`src/rtl/scr1_axi_arb_pkg.sv`:
```
// Shared types and constants for the SCR1 AXI read-channel arbiter.
package scr1_axi_arb_pkg;

  typedef enum logic [1:0] {
    ARB_IDLE = 2'd0,
    ARB_ADDR = 2'd1,
    ARB_DATA = 2'd2
  } arb_state_e;

  localparam logic ARB_OWN_IMEM = 1'b0;
  localparam logic ARB_OWN_DMEM = 1'b1;

  // Merged ID width: the wider of the two master IDs plus one owner bit on top.
  function automatic int arb_m_id_w(input int imem_id_w, input int dmem_id_w);
    return ((imem_id_w > dmem_id_w) ? imem_id_w : dmem_id_w) + 1;
  endfunction

endpackage

```
`src/rtl/scr1_axi_rd_arb.sv`:
```
// Two-to-one AXI4 read arbiter between SCR1 IMEM fetch (port 0) and DMEM load
// (port 1). One transaction in flight, round-robin on ties, R beats routed back
// to the owner, sticky checks of RLAST position and RID against the issued AR.
//
// state    | meaning
// ARB_IDLE | arbitrate; arready goes combinationally to the winner only
// ARB_ADDR | registered request held on m_ar* until m_arready
// ARB_DATA | R beats passed through to the owner until the RLAST handshake
module scr1_axi_rd_arb
  import scr1_axi_arb_pkg::*;
#(
  parameter int IMEM_ID_W = 3,
  parameter int DMEM_ID_W = 2,
  parameter int M_ID_W    = arb_m_id_w(IMEM_ID_W, DMEM_ID_W)
) (
  input  logic                 clk_riscv,
  input  logic                 rstn_riscv,

  input  logic [IMEM_ID_W-1:0] s0_arid,
  input  logic [31:0]          s0_araddr,
  input  logic [7:0]           s0_arlen,
  input  logic [2:0]           s0_arsize,
  input  logic [1:0]           s0_arburst,
  input  logic                 s0_arvalid,
  output logic                 s0_arready,
  output logic [IMEM_ID_W-1:0] s0_rid,
  output logic [31:0]          s0_rdata,
  output logic [1:0]           s0_rresp,
  output logic                 s0_rlast,
  output logic                 s0_rvalid,
  input  logic                 s0_rready,

  input  logic [DMEM_ID_W-1:0] s1_arid,
  input  logic [31:0]          s1_araddr,
  input  logic [7:0]           s1_arlen,
  input  logic [2:0]           s1_arsize,
  input  logic [1:0]           s1_arburst,
  input  logic                 s1_arvalid,
  output logic                 s1_arready,
  output logic [DMEM_ID_W-1:0] s1_rid,
  output logic [31:0]          s1_rdata,
  output logic [1:0]           s1_rresp,
  output logic                 s1_rlast,
  output logic                 s1_rvalid,
  input  logic                 s1_rready,

  output logic [M_ID_W-1:0]    m_arid,
  output logic [31:0]          m_araddr,
  output logic [7:0]           m_arlen,
  output logic [2:0]           m_arsize,
  output logic [1:0]           m_arburst,
  output logic                 m_arvalid,
  input  logic                 m_arready,
  input  logic [M_ID_W-1:0]    m_rid,
  input  logic [31:0]          m_rdata,
  input  logic [1:0]           m_rresp,
  input  logic                 m_rlast,
  input  logic                 m_rvalid,
  output logic                 m_rready,

  output logic                 err_len,
  output logic                 err_id
);

  arb_state_e          state;
  logic                rr_last;
  logic                win;
  logic                win_vld;
  logic [M_ID_W-2:0]   id_ext;
  logic [8:0]          beat_cnt;
  logic                own;
  logic                in_data;
  logic                r_hs;

  // The owner is the top bit of the issued ID; it is only meaningful in ADDR/DATA.
  assign own     = m_arid[M_ID_W-1];
  assign in_data = (state == ARB_DATA);

  // Round-robin pick among the current IDLE requesters; no grant is latched.
  always_comb begin
    win     = ARB_OWN_IMEM;
    win_vld = 1'b0;
    if (state == ARB_IDLE) begin
      if (s0_arvalid && s1_arvalid) begin
        win     = ~rr_last;
        win_vld = 1'b1;
      end else if (s0_arvalid) begin
        win     = ARB_OWN_IMEM;
        win_vld = 1'b1;
      end else if (s1_arvalid) begin
        win     = ARB_OWN_DMEM;
        win_vld = 1'b1;
      end
    end
  end

  assign s0_arready = win_vld && (win == ARB_OWN_IMEM);
  assign s1_arready = win_vld && (win == ARB_OWN_DMEM);

  // Zero-extend the winner's ID to the width below the owner bit.
  always_comb begin
    id_ext = '0;
    if (win == ARB_OWN_DMEM) begin
      id_ext[DMEM_ID_W-1:0] = s1_arid;
    end else begin
      id_ext[IMEM_ID_W-1:0] = s0_arid;
    end
  end

  // R channel is a zero-latency passthrough gated to the owner during DATA.
  assign m_rready  = in_data && (own ? s1_rready : s0_rready);
  assign r_hs      = m_rvalid && m_rready;

  assign s0_rvalid = in_data && (own == ARB_OWN_IMEM) && m_rvalid;
  assign s0_rid    = m_arid[IMEM_ID_W-1:0];
  assign s0_rdata  = m_rdata;
  assign s0_rresp  = m_rresp;
  assign s0_rlast  = m_rlast;

  assign s1_rvalid = in_data && (own == ARB_OWN_DMEM) && m_rvalid;
  assign s1_rid    = m_arid[DMEM_ID_W-1:0];
  assign s1_rdata  = m_rdata;
  assign s1_rresp  = m_rresp;
  assign s1_rlast  = m_rlast;

  // Transaction FSM with registered AR outputs, beat counter and sticky error flags.
  always_ff @(posedge clk_riscv or negedge rstn_riscv) begin
    if (!rstn_riscv) begin
      state     <= ARB_IDLE;
      rr_last   <= ARB_OWN_DMEM;
      m_arvalid <= 1'b0;
      m_arid    <= '0;
      m_araddr  <= '0;
      m_arlen   <= '0;
      m_arsize  <= '0;
      m_arburst <= '0;
      beat_cnt  <= '0;
      err_len   <= 1'b0;
      err_id    <= 1'b0;
    end else begin
      case (state)
        ARB_IDLE: begin
          if (win_vld) begin
            state     <= ARB_ADDR;
            rr_last   <= win;
            m_arvalid <= 1'b1;
            m_arid    <= {win, id_ext};
            if (win == ARB_OWN_DMEM) begin
              m_araddr  <= s1_araddr;
              m_arlen   <= s1_arlen;
              m_arsize  <= s1_arsize;
              m_arburst <= s1_arburst;
            end else begin
              m_araddr  <= s0_araddr;
              m_arlen   <= s0_arlen;
              m_arsize  <= s0_arsize;
              m_arburst <= s0_arburst;
            end
          end
        end
        ARB_ADDR: begin
          if (m_arready) begin
            state     <= ARB_DATA;
            m_arvalid <= 1'b0;
            beat_cnt  <= '0;
          end
        end
        ARB_DATA: begin
          if (r_hs) begin
            beat_cnt <= beat_cnt + 9'd1;
            // RLAST must appear exactly on beat number arlen; the burst still
            // ends on RLAST alone so a misbehaving slave cannot hang the port.
            if (m_rlast != (beat_cnt == {1'b0, m_arlen})) begin
              err_len <= 1'b1;
            end
            if (m_rid != m_arid) begin
              err_id <= 1'b1;
            end
            if (m_rlast) begin
              state <= ARB_IDLE;
            end
          end
        end
        default: state <= ARB_IDLE;
      endcase
    end
  end

endmodule
```
`config.mk`:
```
export PLATFORM = sky130hd
export DESIGN_NAME = scr1_axi_rd_arb
export DESIGN_NICKNAME = d
export VERILOG_FILES = /design/src/rtl/scr1_axi_arb_pkg.sv /design/src/rtl/scr1_axi_rd_arb.sv
export SDC_FILE = /design/constraint.sdc
export NUM_CORES = 1
export LEC_CHECK = 0
export CORE_ASPECT_RATIO = 1.2
export CORE_MARGIN = 5
export CORE_UTILIZATION = 37
export CTS_CLUSTER_SIZE = 24
export DETAILED_ROUTE_END_ITERATION = 7
export GPL_TIMING_DRIVEN = 0
export HOLD_SLACK_MARGIN = 0.05
export PLACE_DENSITY = 0.94
export SLEW_MARGIN = 15
export SYNTH_ARGS = -nofsm -noshare
export SYNTH_HDL_FRONTEND = slang
export SYNTH_SLANG_ARGS = --single-unit
```
`constraint.sdc`:
```
create_clock -name clk_riscv -period 4.4 [get_ports clk_riscv]
set_clock_uncertainty 0.1 [all_clocks]
set_input_delay 1.1 -clock clk_riscv [delete_from_list [all_inputs] [get_ports clk_riscv]]
set_output_delay 1.1 -clock clk_riscv [all_outputs]
set_load 0.1 [all_outputs]
```
# Yosys cells after proc, flatten, opt, wreduce, memory -nomap -nowiden

Index checks and enable logic that the tools add are counted.

$add $sub $neg: 1
Eq/ne operators: 9
Bitwise gates (word level): 3
Muxes and demuxes: 25
Reduce and logical (&&, ||, !) cells: 18

Operators by type and width:

| cell                                           | count |
|---|---|
| two-way mux 32 bit                             | 1 |
| two-way mux 9 bit                              | 2 |
| one-hot mux 9 bit (2 select lines)             | 1 |
| two-way mux 2 bit                              | 6 |
| AND reduction 3 bit                            | 4 |
| two-way mux 1 bit                              | 11 |
| adder 9 x 1 -> 9 bit (second input constant)   | 1 |
| == test 9 x 8 -> 1 bit                         | 1 |
| logical AND 1 bit                              | 9 |
| two-way mux 8 bit                              | 1 |
| != test 2 bit (second input constant)          | 3 |
| one-hot mux 2 bit (3 select lines)             | 1 |
| != test 4 bit                                  | 1 |
| AND reduction 4 bit                            | 1 |
| nonzero test 2 bit                             | 2 |
| two-way mux 3 bit                              | 1 |
| inverter 1 bit                                 | 3 |
| == test 2 x 1 -> 1 bit (second input constant) | 1 |
| == test 2 bit (second input constant)          | 1 |
| zero test 2 bit                                | 1 |
| != test 2 x 1 -> 1 bit (second input constant) | 1 |
| one-hot mux 1 bit (2 select lines)             | 1 |
| AND reduction 2 bit                            | 1 |
| != test 1 bit                                  | 1 |

Register bits after elaboration: 64
Output and inout bits: 132
Logic and storage cells: 67
Bits of input ports: 142

# Longest topological paths before layout

Word-level depth: 6
Gate-level depth with buffers: 7
Depth with buffers taken out: 5

# Least setup slack after synthesis

OpenSTA, ideal clock, no wires.

Path type: input to output
Start: input s0_arvalid
End: output s0_arready
Arrival time: 2960 ps
Setup slack: 240 ps
Stages: 5
Buffers on the path: 1
Data required time: 3200 ps
Cells stage by stage: nand2_1 nand3_2 inv_2 buf_2 nor2_1

Cells in the longest elaborated chain, start to end: 5
Elaborated cells between the ends (all ways): 9
Those cells by class: mux (6); bitwise (1); reduce/logical (2)

Ends and longest elaborated chain:

| what                                                          | RTL line                                     | RTL |
|---|---|---|
| from (decl)                                                   | scr1_axi_rd_arb.sv:24                        | `input logic s0_arvalid,` |
| two-way mux 1 bit / logical AND 1 bit (equally long branches) | scr1_axi_rd_arb.sv:87, scr1_axi_rd_arb.sv:84 |  |
| two-way mux 1 bit                                             | scr1_axi_rd_arb.sv:84                        | `if (s0_arvalid && s1_arvalid) begin` |
| two-way mux 1 bit                                             | scr1_axi_rd_arb.sv:83                        | `if (state == ARB_IDLE) begin` |
| inverter 1 bit                                                | scr1_axi_rd_arb.sv:97                        | `assign s0_arready = win_vld && (win == ARB_OWN_IMEM);` |
| logical AND 1 bit (*)                                         | scr1_axi_rd_arb.sv:97                        |  |
| to (decl)                                                     | scr1_axi_rd_arb.sv:25                        | `output logic s0_arready,` |

Mark *: on every way between the ends. The rest lies on a longest branch, timed or not.

# Worst setup path in the final report

Start: input s0_arvalid
End: output s1_arready

Cells in the longest elaborated chain, start to end: 4
Elaborated cells between the ends (all ways): 8
Those cells by class: mux (6); reduce/logical (2)

Ends and longest elaborated chain:

| what                                                          | RTL line                                     | RTL |
|---|---|---|
| two-way mux 1 bit / logical AND 1 bit (equally long branches) | scr1_axi_rd_arb.sv:87, scr1_axi_rd_arb.sv:84 |  |
| two-way mux 1 bit                                             | scr1_axi_rd_arb.sv:84                        |  |
| two-way mux 1 bit                                             | scr1_axi_rd_arb.sv:83                        |  |
| logical AND 1 bit (*)                                         | scr1_axi_rd_arb.sv:98                        | `assign s1_arready = win_vld && (win == ARB_OWN_DMEM);` |
| to (decl)                                                     | scr1_axi_rd_arb.sv:39                        | `output logic s1_arready,` |

Marked as above.

==> reports/metrics.cfg <==
[drt]
routed_wire_length_per_instance_um=18.0
detailroute.via_count=4087
routed_via_density=4.97
ant_nets=0
drt-initial-drc-count=200
wl_um=14800
drc_errors=0
total_iterations_of_the_first_detailed_routing_run=6

[synthesis]
yosys-top-cells-area=sky130_fd_sc_hd__dfrtp_1 (43%), sky130_fd_sc_hd__buf_4 (16%), sky130_fd_sc_hd__nand2_1 (11%), sky130_fd_sc_hd__a31oi_1 (8.2%), sky130_fd_sc_hd__nor2_1 (5.7%)
synthesis.instances=443
post-synth-top-area-cell=sky130_fd_sc_hd__dfrtp_1
distinct_cell_type_count_after_synthesis=38
number_of_warning_messages_in_the_yosys_log=0
synth_top_cells_by_count=sky130_fd_sc_hd__nand2_1 (109), sky130_fd_sc_hd__buf_4 (77), sky130_fd_sc_hd__dfrtp_1 (63), sky130_fd_sc_hd__nor2_1 (56), sky130_fd_sc_hd__a31oi_1 (48)
synth_largest_type_area_fraction_pct=42.9
synth_sequential_area_ratio_pct=43.7
ys_async_sr_fraction_pct=100
synth_area_per_cell_um2=8.29
synth-edff-count=0
synth_area_mm2=0.00367
postSynthRegisterBits=64
synth_ff_type=sky130_fd_sc_hd__dfrtp_1
syn_nets=586
yosys.cell_count.top_type=sky130_fd_sc_hd__nand2_1

[worst_setup_path]
worst-setup-path-type=in2out
regToRegEndpoint=m_araddr[27]
rrSetupSlack_ns=2.51
endpoint_kind=primary output
rr_startpoint=state[0]
timing.critical_path.required_ns=3.20
critical_path_fanouts_max=10
reg2reg_depth=6
timing.critical_path.from_type=primary input
arr_time_crit_path_ns=3.07

[placed_design]
place.detailed.hpwl_um=12000
placed_cells=806
place.gp.congestion=0.948
placement.setup.worst_slack_ns=-0.211
port_buffers=239

[clock_tree]
cts.repair_timing.setup_buffer_count=0
max-clock-path-buffers=2
post_cts_resize_count=2
clock_tree.root_cell=sky130_fd_sc_hd__clkbuf_16
clk_transition_reported_paths_ns=0.05
cts.htree.levels=3
tritoncts_num_sinks=64
worstSkewPairLatency_ns=0.32
cts_hold_buffers=0
cts_made_buffers=9
tritoncts=built

[global_route]
globalRouteMet2Util_pct=45.1
grt_antenna_before_repair=0
sum_of_overflow_across_all_layers_after_global_routing=0
via_count_of_the_first_global_routing_pass=4348
globalRoute.busiestLayer=met2
grt_pass1_wl_um=22800
pin_count_of_the_biggest_net_entering_global_routing=38
globalRouteMet3Util_pct=6.14
globalRouteTotalUtil_pct=24.3
grt.met1_usage_pct=25.3

[die]
boundaryPins=274
die_area_mm2=0.0120
initial_utilization_pct=38.2
die_y_um=119
die_x_um=101
core_area_mm2=0.00961
core.rowCount=39

[run_status]
status=finished clean

[sta]
rsz_0062_raised_after_global_routing=false
pin_slew_with_the_least_headroom_to_its_limit_ns=1.08
final_number_of_max_transition_violations=0
setup_violations=0
layout_min_cycle_time_ns=4.27
final-hold-violation-count=0
timing.fmax_ghz=0.234
slew-limit-headroom_pct=28.1
setup_ws_ns=0.125
period_share_pct=97.2

[cells_and_area]
drive_above_1_share_pct=15.9
final_cells=822
antenna-diode-count=0
multiInputGateArea_mm2=0.00139
final_net_count=837
n_fill_cell=730
final-seq-area_mm2=0.00160
areaGrowthSynthToFinish_pct=76.7

[pwr]
max-vdd-ir-drop_v=0.000433
p_per_area_mw_per_mm2=871
power_leakage_nw=2.81

[min_path]
worst_hold_startpoint=rr_last
min_to=rr_last
holdPathStages=2
hp-class=reg2reg

[flow_run]
drv.max_cap_violation_count=0

routing by layer:
layer / wire (µm) / vias up / part of all wire (%)
met5: 0 / - / 0
met4: 578 / 0 / 3.9
met3: 1310 / 53 / 8.8
met2: 7930 / 218 / 54
met1: 4950 / 1917 / 34
li1: - / 1899 / -
critical path, stage by stage:
cell,delay (ns)
sky130_fd_sc_hd__clkdlybuf4s50_1,0.44
sky130_fd_sc_hd__nand2_1,0.10
sky130_fd_sc_hd__nand3_2,0.16
sky130_fd_sc_hd__inv_2,0.11
sky130_fd_sc_hd__buf_2,0.24
sky130_fd_sc_hd__dlygate4sd2_1,0.91
worst max path at each step:
stage / startpoint / to / slack, ns
global placement: s0_arvalid / s0_arready / -0.13
global route: s0_arvalid / s1_arready / 0.03
floorplan: s0_arvalid / s0_arready / 0.24
finish: s0_arvalid / s1_arready / 0.13
CTS: s0_arvalid / s1_arready / 0.08
detailed placement: s0_arvalid / s1_arready / -0.21
registers in the layout (all words and copies together), names as in the netlist, 2 cells and up:
| signal | count |
|---|---|
| m_araddr | 32 |
| m_arsize | 3 |
| m_arid | 4 |
| beat_cnt | 9 |
| m_arlen | 8 |
| state | 2 |
| m_arburst | 2 |
power by group:
part           switching [mW]  internal, mW  total (mW)
sequential              0.204         0.856        1.06
clock                   0.240         0.381       0.621
combinational            3.01         0.958        3.97
stage by stage:
step                hold WS, ns  setup TNS [ns]  area [µm²]  util, %  power, mW
floorplan                 0.339               0        3670        -       4.00
global placement          0.341          -0.257        6220     64.7       4.96
detailed placement        0.354          -0.402        6230     64.9       5.05
CTS                       0.363               0        6480     67.5       5.68
global route              0.385               0        6480     67.5       5.87
finish                    0.362               0        6480     67.5       5.65
layout make-up:
cell class | instances | area share, %
inverters | 2 | 0.116
multi-input cells | 279 | 21.4
clock buffers | 15 | 3.82
clock inverters | 1 | 0.0772
repair buffers | 240 | 37.1
well taps | 123 | 2.37
flip-flops and latches | 64 | 24.7
plain buffers | 98 | 10.4
cells in the final DEF (no fill, tap or decap), drive strengths merged, types with 3 or more instances in the layout:
cell / synthesis / final
a31oi: 48 / 48
and3: 3 / 3
buf: 91 / 93
clkbuf: 7 / 22
clkdlybuf4s50: 0 / 236
dfrtp: 63 / 63
nand2: 110 / 110
nand3: 7 / 7
nand4: 3 / 3
nor2: 57 / 57
o21ai: 15 / 15
o31ai: 3 / 3
xnor2: 11 / 11
cells by family (layout without fill, tap and decap cells):
family,after synthesis,after routing,share of synthesized area (%)
DFF,64,64,43.7
and+or+nand+nor,188,188,21.0
muxes,2,2,0.682
buffers and inverters,100,356,18.6
adders and majority gates,1,1,0.341
xor gates and xnor gates,13,13,3.10
AOI/OAI and AO/OA,75,75,12.6
Power figures use the tool's default switching activity.
